### src/rtl/cp0_regfile_pkg.sv
//============================================================================
// Module   : cp0_regfile_pkg
// Desc     : CP0 register numbers, ExcCode values and Status/Cause bit
//            positions shared by the CP0 block and the writeback stage.
// Revision : 1.0  initial release
//============================================================================
`default_nettype none

package cp0_regfile_pkg;

  localparam logic [4:0] CP0_BADVADDR = 5'd8;
  localparam logic [4:0] CP0_COUNT    = 5'd9;
  localparam logic [4:0] CP0_COMPARE  = 5'd11;
  localparam logic [4:0] CP0_STATUS   = 5'd12;
  localparam logic [4:0] CP0_CAUSE    = 5'd13;
  localparam logic [4:0] CP0_EPC      = 5'd14;

  localparam logic [4:0] EXC_INT  = 5'd0;
  localparam logic [4:0] EXC_ADEL = 5'd4;
  localparam logic [4:0] EXC_ADES = 5'd5;
  localparam logic [4:0] EXC_SYS  = 5'd8;
  localparam logic [4:0] EXC_BP   = 5'd9;
  localparam logic [4:0] EXC_RI   = 5'd10;
  localparam logic [4:0] EXC_OV   = 5'd12;

  localparam int STATUS_IE  = 0;
  localparam int STATUS_EXL = 1;
  localparam int STATUS_IM  = 8;
  localparam int STATUS_BEV = 22;
  localparam int CAUSE_EXC  = 2;
  localparam int CAUSE_IP   = 8;
  localparam int CAUSE_TI   = 30;
  localparam int CAUSE_BD   = 31;

  function automatic logic [31:0] pack_status(input logic [7:0] im,
                                              input logic exl,
                                              input logic ie);
    logic [31:0] v;
    v             = '0;
    v[STATUS_BEV] = 1'b1;
    v[15:8]       = im;
    v[STATUS_EXL] = exl;
    v[STATUS_IE]  = ie;
    return v;
  endfunction

  function automatic logic [31:0] pack_cause(input logic bd,
                                             input logic ti,
                                             input logic [7:0] ip,
                                             input logic [4:0] exccode);
    logic [31:0] v;
    v           = '0;
    v[CAUSE_BD] = bd;
    v[CAUSE_TI] = ti;
    v[15:8]     = ip;
    v[6:2]      = exccode;
    return v;
  endfunction

endpackage

`default_nettype wire

### src/rtl/cp0_regfile_if.sv
//============================================================================
// Module   : cp0_regfile_if
// Desc     : Writeback-stage to CP0 read/write/exception/eret interface.
// Revision : 1.0  initial release
//============================================================================
`default_nettype none

interface cp0_regfile_if;
  logic [4:0]  raddr;
  logic [31:0] rdata;
  logic        mtc0_we;
  logic [4:0]  waddr;
  logic [31:0] wdata;
  logic        ex;
  logic [4:0]  excode;
  logic        bd;
  logic [31:0] ex_pc;
  logic        badvaddr_we;
  logic [31:0] badvaddr;
  logic        eret;
  logic [5:0]  ext_int;
  logic [31:0] epc;
  logic        status_exl;
  logic        int_req;

  modport master (
    output raddr, mtc0_we, waddr, wdata, ex, excode, bd, ex_pc,
           badvaddr_we, badvaddr, eret, ext_int,
    input  rdata, epc, status_exl, int_req
  );

  modport slave (
    input  raddr, mtc0_we, waddr, wdata, ex, excode, bd, ex_pc,
           badvaddr_we, badvaddr, eret, ext_int,
    output rdata, epc, status_exl, int_req
  );
endinterface

`default_nettype wire

### src/rtl/cp0_regfile_timer.sv
//============================================================================
// Module   : cp0_timer
// Desc     : Count/Compare timer with clock divider and sticky TI flag.
// Revision : 1.0  initial release
//============================================================================
`default_nettype none

module cp0_timer #(
  parameter int COUNT_DIV_LOG2 = 1
) (
  input  wire logic        clk,
  input  wire logic        resetn,
  input  wire logic        count_we,
  input  wire logic        compare_we,
  input  wire logic [31:0] wdata,
  output logic      [31:0] count,
  output logic      [31:0] compare,
  output logic             ti
);

  logic w_tick;

  generate
    if (COUNT_DIV_LOG2 > 0) begin : g_div
      logic [COUNT_DIV_LOG2-1:0] r_div;

      // A Count write restarts the prescaler so the next tick is a full period away.
      always_ff @(posedge clk or negedge resetn) begin
        if (!resetn)       r_div <= '0;
        else if (count_we) r_div <= '0;
        else               r_div <= r_div + COUNT_DIV_LOG2'(1);
      end

      assign w_tick = &r_div;
    end else begin : g_nodiv
      assign w_tick = 1'b1;
    end
  endgenerate

  always_ff @(posedge clk or negedge resetn) begin
    if (!resetn) begin
      count   <= '0;
      compare <= '0;
      ti      <= 1'b0;
    end else begin
      if (count_we)    count <= wdata;
      else if (w_tick) count <= count + 32'd1;

      if (compare_we) compare <= wdata;

      if (compare_we)                                ti <= 1'b0;
      else if ((count == compare) && (compare != '0)) ti <= 1'b1;
    end
  end

endmodule

`default_nettype wire

### src/rtl/cp0_regfile.sv
//============================================================================
// Module   : cp0_regfile
// Desc     : CP0 responder for WB: mfc0/mtc0, exception/eret state, timer
//            (timer present only when CP0_COUNT_EN is defined).
// Revision : 1.0  initial release
//============================================================================
`default_nettype none

module cp0_regfile
  import cp0_regfile_pkg::*;
#(
  parameter int          COUNT_DIV_LOG2 = 1,
  parameter logic [31:0] RESET_STATUS   = 32'h0040_0000
) (
  input wire logic   clk,
  input wire logic   resetn,
  cp0_regfile_if.slave bus
);

  logic [7:0]  r_status_im;
  logic        r_status_exl;
  logic        r_status_ie;
  logic        r_cause_bd;
  logic [5:0]  r_cause_ip_hw;
  logic [1:0]  r_cause_ip_sw;
  logic [4:0]  r_cause_exccode;
  logic [31:0] r_epc;
  logic [31:0] r_badvaddr;

  logic        w_wr;
  logic [31:0] w_count;
  logic [31:0] w_compare;
  logic        w_ti;
  logic [7:0]  w_cause_ip;
  logic [31:0] w_status;
  logic [31:0] w_cause;

  // An exception in the same cycle swallows any mtc0.
  assign w_wr = bus.mtc0_we && !bus.ex;

`ifdef CP0_COUNT_EN
  cp0_timer #(
    .COUNT_DIV_LOG2 (COUNT_DIV_LOG2)
  ) u_timer (
    .clk        (clk),
    .resetn     (resetn),
    .count_we   (w_wr && (bus.waddr == CP0_COUNT)),
    .compare_we (w_wr && (bus.waddr == CP0_COMPARE)),
    .wdata      (bus.wdata),
    .count      (w_count),
    .compare    (w_compare),
    .ti         (w_ti)
  );
`else
  assign w_count   = '0;
  assign w_compare = '0;
  assign w_ti      = 1'b0;
`endif

  always_ff @(posedge clk or negedge resetn) begin
    if (!resetn) begin
      r_status_im     <= RESET_STATUS[15:8];
      r_status_exl    <= RESET_STATUS[STATUS_EXL];
      r_status_ie     <= RESET_STATUS[STATUS_IE];
      r_cause_bd      <= 1'b0;
      r_cause_ip_hw   <= '0;
      r_cause_ip_sw   <= '0;
      r_cause_exccode <= '0;
      r_epc           <= '0;
      r_badvaddr      <= '0;
    end else begin
      r_cause_ip_hw <= bus.ext_int;
      if (bus.ex) begin
        r_status_exl    <= 1'b1;
        r_cause_exccode <= bus.excode;
        if (bus.badvaddr_we) r_badvaddr <= bus.badvaddr;
        // Nested exceptions keep the original return point and BD.
        if (!r_status_exl) begin
          r_epc      <= bus.bd ? (bus.ex_pc - 32'd4) : bus.ex_pc;
          r_cause_bd <= bus.bd;
        end
      end else begin
        if (w_wr && (bus.waddr == CP0_STATUS)) begin
          r_status_im  <= bus.wdata[15:8];
          r_status_exl <= bus.wdata[STATUS_EXL];
          r_status_ie  <= bus.wdata[STATUS_IE];
        end
        if (w_wr && (bus.waddr == CP0_CAUSE)) r_cause_ip_sw <= bus.wdata[9:8];
        if (w_wr && (bus.waddr == CP0_EPC))   r_epc         <= bus.wdata;
        if (bus.eret)                         r_status_exl  <= 1'b0;
      end
    end
  end

  assign w_cause_ip = {r_cause_ip_hw[5] | w_ti, r_cause_ip_hw[4:0], r_cause_ip_sw};
  assign w_status   = pack_status(r_status_im, r_status_exl, r_status_ie);
  assign w_cause    = pack_cause(r_cause_bd, w_ti, w_cause_ip, r_cause_exccode);

  always_comb begin
    bus.rdata = '0;
    case (bus.raddr)
      CP0_BADVADDR: bus.rdata = r_badvaddr;
      CP0_COUNT:    bus.rdata = w_count;
      CP0_COMPARE:  bus.rdata = w_compare;
      CP0_STATUS:   bus.rdata = w_status;
      CP0_CAUSE:    bus.rdata = w_cause;
      CP0_EPC:      bus.rdata = r_epc;
      default:      bus.rdata = '0;
    endcase
  end

  assign bus.epc        = r_epc;
  assign bus.status_exl = r_status_exl;
  assign bus.int_req    = r_status_ie && !r_status_exl && (|(w_cause_ip & r_status_im));

endmodule

`default_nettype wire

### src/flat_wrapper.sv
// flat-port wrapper written by rule: the top's interface ports become plain ports
module cp0_regfile_flat import cp0_regfile_pkg::*;
#(
  parameter int          COUNT_DIV_LOG2 = 1,
  parameter logic [31:0] RESET_STATUS   = 32'h0040_0000
)
  (clk, resetn, bus_raddr, bus_mtc0_we, bus_waddr, bus_wdata, bus_ex, bus_excode, bus_bd, bus_ex_pc, bus_badvaddr_we, bus_badvaddr, bus_eret, bus_ext_int, bus_rdata, bus_epc, bus_status_exl, bus_int_req);
  cp0_regfile_if bus_i ();
  input wire logic clk;
  input wire logic resetn;
  input wire logic [$bits(bus_i.raddr)-1:0] bus_raddr;
  input wire logic [$bits(bus_i.mtc0_we)-1:0] bus_mtc0_we;
  input wire logic [$bits(bus_i.waddr)-1:0] bus_waddr;
  input wire logic [$bits(bus_i.wdata)-1:0] bus_wdata;
  input wire logic [$bits(bus_i.ex)-1:0] bus_ex;
  input wire logic [$bits(bus_i.excode)-1:0] bus_excode;
  input wire logic [$bits(bus_i.bd)-1:0] bus_bd;
  input wire logic [$bits(bus_i.ex_pc)-1:0] bus_ex_pc;
  input wire logic [$bits(bus_i.badvaddr_we)-1:0] bus_badvaddr_we;
  input wire logic [$bits(bus_i.badvaddr)-1:0] bus_badvaddr;
  input wire logic [$bits(bus_i.eret)-1:0] bus_eret;
  input wire logic [$bits(bus_i.ext_int)-1:0] bus_ext_int;
  output wire logic [$bits(bus_i.rdata)-1:0] bus_rdata;
  output wire logic [$bits(bus_i.epc)-1:0] bus_epc;
  output wire logic [$bits(bus_i.status_exl)-1:0] bus_status_exl;
  output wire logic [$bits(bus_i.int_req)-1:0] bus_int_req;
  assign bus_i.raddr = bus_raddr;
  assign bus_i.mtc0_we = bus_mtc0_we;
  assign bus_i.waddr = bus_waddr;
  assign bus_i.wdata = bus_wdata;
  assign bus_i.ex = bus_ex;
  assign bus_i.excode = bus_excode;
  assign bus_i.bd = bus_bd;
  assign bus_i.ex_pc = bus_ex_pc;
  assign bus_i.badvaddr_we = bus_badvaddr_we;
  assign bus_i.badvaddr = bus_badvaddr;
  assign bus_i.eret = bus_eret;
  assign bus_i.ext_int = bus_ext_int;
  assign bus_rdata = bus_i.rdata;
  assign bus_epc = bus_i.epc;
  assign bus_status_exl = bus_i.status_exl;
  assign bus_int_req = bus_i.int_req;
  cp0_regfile #(.COUNT_DIV_LOG2(COUNT_DIV_LOG2), .RESET_STATUS(RESET_STATUS)) u_core (.clk(clk), .resetn(resetn), .bus(bus_i));
endmodule
### config.mk
export PLATFORM = sky130hd
export DESIGN_NAME = cp0_regfile_flat
export DESIGN_NICKNAME = d
export VERILOG_FILES = /design/src/rtl/cp0_regfile_pkg.sv /design/src/rtl/cp0_regfile_if.sv /design/src/rtl/cp0_regfile_timer.sv /design/src/rtl/cp0_regfile.sv /design/src/flat_wrapper.sv
export SDC_FILE = /design/constraint.sdc
export NUM_CORES = 1
export LEC_CHECK = 0
export ABC_AREA = 1
export BUFFER_PORTS_ARGS = -buffer_cell sky130_fd_sc_hd__buf_2
export CAP_MARGIN = 20
export CORE_UTILIZATION = 51
export CTS_BUF_LIST = sky130_fd_sc_hd__clkbuf_8
export CTS_CLUSTER_SIZE = 24
export DETAILED_ROUTE_END_ITERATION = 6
export GPL_ROUTABILITY_DRIVEN = 0
export PLACE_DENSITY = 0.92
export SETUP_SLACK_MARGIN = 0.15
export SYNTH_ARGS = -nofsm -noshare
export SYNTH_HDL_FRONTEND = slang
export SYNTH_SLANG_ARGS = --single-unit
### constraint.sdc
create_clock -name clk -period 1.5 [get_ports clk]
set_input_delay 0.15 -clock clk [delete_from_list [all_inputs] [get_ports clk]]
set_output_delay 0.15 -clock clk [all_outputs]
set_load 0.02 [all_outputs]
Word-level counts from Yosys, hierarchy flattened

Index checks and enable logic that the tools add are counted.
W data, S select, Z words.

Flip-flop bits (word level): 88
Input port bits: 124
Output and inout port bits: 66
Logic and storage cells: 45

Add/sub/neg operators: 1
Equal/unequal tests: 8
Mux-type cells: 8
Bitwise gates (word level): 3
Reduce and logical (&&, ||, !) cells: 16

Operator list:

| cell                    | number |
|---|---|
| $mux W32                | 4 |
| $pmux W32 S4            | 1 |
| $eq A5 B4 Y1 const B    | 7 |
| $sub A32 B3 Y32 const B | 1 |
| $reduce_and A2 Y1       | 5 |
| $and A8 B8 Y8           | 1 |
| $reduce_or A8 Y1        | 1 |
| $logic_and A1 B1 Y1     | 6 |
| $mux W1                 | 3 |
| $reduce_bool A3 Y1      | 1 |
| $logic_not A1 Y1        | 2 |
| $ne A2 B2 Y1 const B    | 1 |
| $not A1 Y1              | 2 |
| $reduce_bool A2 Y1      | 1 |

Longest topological paths before layout

Depth in word-level cells: 6
Depth in mapped cells: 13
Depth with buffers taken out: 13

Worst setup path after synthesis

Ideal clock, no wire load.

Path type: flip-flop to flip-flop
Start: reg u_core.r_status_exl (netlist: u_core.bus.status_exl)
End: reg u_core.r_epc[30] (netlist: u_core.bus.epc[30])
Setup time: 121 ps
Arrival time: 1160 ps
Data required time: 1379 ps
Setup slack: 219 ps
Cell stages (with the launch flop): 9
Path buffers: 2
Period minus slack after synthesis: 1281 ps
Cell sequence: dfrtp_1 -> inv_1 -> nand2_1 -> nand2_4 -> inv_2 -> buf_6 -> buf_6 -> nand2_1 -> nand2_1

Word-level cells in the longest chain between the ends: 2

Ends and longest elaborated chain:

| what                        | RTL line          | source |
|---|---|---|
| from (decl)                 | cp0_regfile.sv:21 | `logic r_status_exl;` |
| from (signal assigned)      | cp0_regfile.sv:63 | `r_status_exl <= RESET_STATUS[STATUS_EXL];` |
| from (signal assigned)      | cp0_regfile.sv:85 | `r_status_exl <= bus.wdata[STATUS_EXL];` |
| $ne A2 B2 Y1 (no line)      | --                |  |
| $reduce_and A2 Y1 (no line) | --                |  |
| to (signal assigned)        | cp0_regfile.sv:79 | `r_epc <= bus.bd ? (bus.ex_pc - 32'd4) : bus.ex_pc;` |
| to (signal assigned)        | cp0_regfile.sv:89 | `if (w_wr && (bus.waddr == CP0_EPC)) r_epc <= bus.wdata;` |
| to (decl)                   | cp0_regfile.sv:27 | `logic [31:0] r_epc;` |

No other way between the ends.
A chain may end at the register's enable or synchronous reset.

Worst setup path after layout

Start: in bus_raddr[0]
End: out bus_rdata[15]

Word-level cells in the longest chain between the ends: 2
Elaborated cells between the ends (all ways): 5
Classes of those cells: eq/ne (4); mux (1)

Ends and longest elaborated chain:

| what           | RTL line           | source |
|---|---|---|
| from (decl)    | flat_wrapper.sv:11 | `input wire logic [$bits(bus_i.raddr)-1:0] bus_raddr;` |
| $eq A5 B4 Y1   | cp0_regfile.sv:101 | `case (bus.raddr)` |
| $pmux W32 S4 * | cp0_regfile.sv:101 |  |
| to (decl)      | flat_wrapper.sv:23 | `output wire logic [$bits(bus_i.rdata)-1:0] bus_rdata;` |

Mark *: on every way between the ends. The rest lies on a longest branch, timed or not.

==> results.toml <==
[finish]
fin_nets = 1019
synthToLayoutAreaGrowth_pct = 42.9
fillCellCount = 650
drive_gt1_share_pct = 39.5
post-route-util_pct = 74.8

[worst_setup_path]
crit_arrival_ns = 1.52
crit_type = "input pin to output port"
start_kind = "input pin"
cp.required_ns = 1.35
r2r_slack_ns = 0.22
r2r_cells = 7
crit_path_max_fanout = 5
worstSetupEndpointType = "output port"
critPathLaunch = "bus_raddr[0]"
r2r_end = "u_core.bus.epc[30]"
rr_startpoint = "u_core.bus.status_exl"

[detailed_routing]
drcViolationCount = 0
ant_nets = 0
wirelength_um = 19400
avgRoutedWirePerCell_um = 18.8
dr_total_vias = 5856
vias_per_cell = 5.67
drt_iter0_drc = 488
firstDrtPassIters = 7

[power_and_ir_drop]
power_leakage_uw = 0.00369
p_switching_uw = 2330
pwr-share-comb_pct = 28.0
ir_drop_mv = 0.428
clockPowerShare_pct = 24.3
p_sw_share_pct = 36.2
p_int_uw = 4110
total_power_uw = 6440
pwr-share-seq_pct = 47.8
powerDensity_mw_per_mm2 = 888

[global_routing]
grt_pass1_wl_um = 24700
grtUsageTotal_pct = 31.5
antenna_found_initial = 1
grt_pass1_vias = 5141
grt_overflow = 0
grt_max_degree = 41

[logic_synthesis]
synth_area_sq_mm = 0.00507
yosys_warnings = 0
postSynthAreaPerCell_sq_um = 7.74
yosys.area.top_type = "dfrtp_1"
synth_top_area_share_pct = 43.4
yosysUniqueCellTypes = 41
ys_seq_elements = 88
ys.flop_type = "dfrtp_1"
synth_area_leaders = "dfrtp_1, nand2_1, mux2_2"
syn-num-nets = 780
yosysSeqAreaShare_pct = 43.4
synthCells = 655
synth_edf_count = 0
async_flop_share_pct = 100

[timing]
final_max_slew_viol_count = 0
hold_violations = 0
finalCritPeriodShare_pct = 111
worst_slew_pin_slew_ns = 0.452
max_freq_mhz = 598
fin_skew_ns = 0.00967
rsz0062_at_grt = "yes"
slew_headroom_pct = 69.5
setup_slack_ns = -0.171
tns_ns = -1.45
finalSetupViolCount = 24
fin_crit_ns = 1.67

[floorplan]
die_w_um = 102
die_h_um = 102
io_pins = 190
die-area_sq_mm = 0.0103
core_area_sq_mm = 0.00968
rows = 36
initial_utilization_pct = 52.4

[run_status]
violations = "negative setup slack"
status = "complete, but fails checks"

[hold_path]
min_delay_worst_endpoint = "u_core.r_status_im[5]"
min_path_cells = 3
hp-start = "bus_wdata[13]"
min_path_type = "input pin to flip-flop"

[clocking]
clk_latency_ns = 0.36
cts_tree = "built"
cts-root-buf = "clkbuf_8"
clockBufferDepth = 2
clock_sinks = 88
clk_pin_slew_ns = 0.08
htreeDepth = 3
numCtsBuffers = 9

[flow_run]
maxCapViolCount = 0

[placement]
io_buffers = 189
hpwl_um = 12100
synthesized netlist by cell type, types with 2 or more instances:
library cell,number
nand4_1,15
mux2_2,33
a31oi_1,4
a21oi_1,24
nor2_1,96
buf_2,11
o21ai_0,36
nor2_4,2
o211ai_1,7
o221ai_1,2
inv_1,57
a21oi_2,3
o21bai_1,3
nand3_1,29
dfrtp_1,88
xor2_1,5
or2_2,2
nand2_4,2
buf_6,5
nand2_1,186
clkbuf_1,6
inv_2,4
nor3_1,2
nor2_2,2
a22o_1,12
xnor2_1,4
per-stage QoR:
step	cells	cell area [sq um]	hold WS, ns	setup slack [ns]
6_report	1033	7250	0.0155	-0.171
5_1_grt	1033	7250	0.0153	-0.191
4_1_cts	1017	6750	0.00383	-0.0337
3_5_place_dp	978	6260	0.0781	-0.0165
3_3_place_gp	978	6260	0.0738	0.0400
2_1_floorplan	655	5070	-0.146	0.219
worst max-delay path by stage:
stage                                    end  slack (ns)  depth (start not counted)
after global routing           bus_rdata[15]       -0.19                          9
after CTS                        bus_int_req       -0.03                          5
after detailed placement   u_core.bus.epc[7]       -0.02                          7
final                          bus_rdata[15]       -0.17                          9
after global placement          bus_rdata[9]        0.04                         10
after floorplan           u_core.bus.epc[30]        0.22                          8
layout make-up:
| class | count | area [sq um] | area share (%) |
|---|---|---|---|
| antenna | 1 | 2.50 | 0.0345 |
| timing repair buffer | 251 | 1760 | 24.3 |
| sequential | 88 | 2200 | 30.4 |
| inverter | 62 | 245 | 3.38 |
| tap | 133 | 166 | 2.30 |
| clock inverter | 7 | 53.8 | 0.742 |
| multi-input combinational | 482 | 2690 | 37.2 |
| clock buffer | 9 | 124 | 1.71 |
routing by layer:
layer	part of all wire, %	vias up	wire, um	track usage [%]
met5	0	-	0	0
met4	5.7	0	1120	13.8
met3	11	107	2110	4.49
met2	48	417	9350	51.9
met1	35	2710	6820	41.4
li1	-	2622	-	-
placed cells by master (no fill, tap or decap), types with 3 or more instances in the layout:
cell type / count
nand2_1: 164
buf_2: 151
nor2_1: 93
dfrtp_1: 88
inv_1: 47
buf_4: 47
mux2_2: 33
buf_6: 31
nand3_1: 28
o21ai_0: 28
a21oi_1: 21
nand4_1: 15
nand2_2: 14
dlygate4sd3_1: 13
a22o_1: 12
inv_2: 11
nand2_4: 11
clkbuf_8: 9
o211ai_1: 7
a21oi_2: 6
nor2_4: 5
o21ai_1: 5
xor2_1: 5
o21ai_2: 4
inv_6: 4
xnor2_1: 4
a31oi_1: 4
buf_8: 4
clkinv_2: 3
o21bai_1: 3
buf_12: 3
worst max-delay path: stages:
cell and delay, ns:
buf_8 0.12, nor2_4 0.15, nand2_2 0.09, nor2_4 0.35
buf_6 0.16, buf_6 0.12, a21oi_1 0.08, o21ai_1 0.12
buf_4 0.17
registers in the layout, summed over array words and instances (netlist names):
signal,flops
u_core.bus.epc,32
u_core.r_badvaddr,32
u_core.r_status_im,8
u_core.r_cause_ip_hw,6
u_core.r_cause_exccode,5
u_core.r_cause_ip_sw,2
u_core.bus.status_exl,1
u_core.r_cause_bd,1
u_core.r_status_ie,1
repair_timing:
action | 4_1_cts | 5_1_grt
endpoints found under the hold margin | 33 | 0
pin swaps | 10 | 23
endpoints found under the setup margin | 57 | 48
hold buffers | 13 | 0
cloned | 1 | 4
buffers inserted | 9 | 11
resized for setup | 31 | 121
power by group through the flow:
stage	Sequential, uW	Clock [uW]	Combinational, uW
final	3070	1560	1800
after global routing	3100	1660	1930
after CTS	2990	1530	1600
after detailed placement	3040	0	1480
after global placement	3020	0	1430
after floorplan	3160	0	642
kinds of logic after synthesis:
| family | synth area share, % |
|---|---|
| XOR/XNOR | 1.55 |
| flip-flops | 43.4 |
| buffers and inverters | 7.38 |
| adder cells (fa/ha/maj) | 0.247 |
| multiplexers | 7.33 |
| AND/OR/NAND/NOR | 28.1 |
| AO/OA/AOI/OAI | 12.0 |
Power figures use the tool's default switching activity.
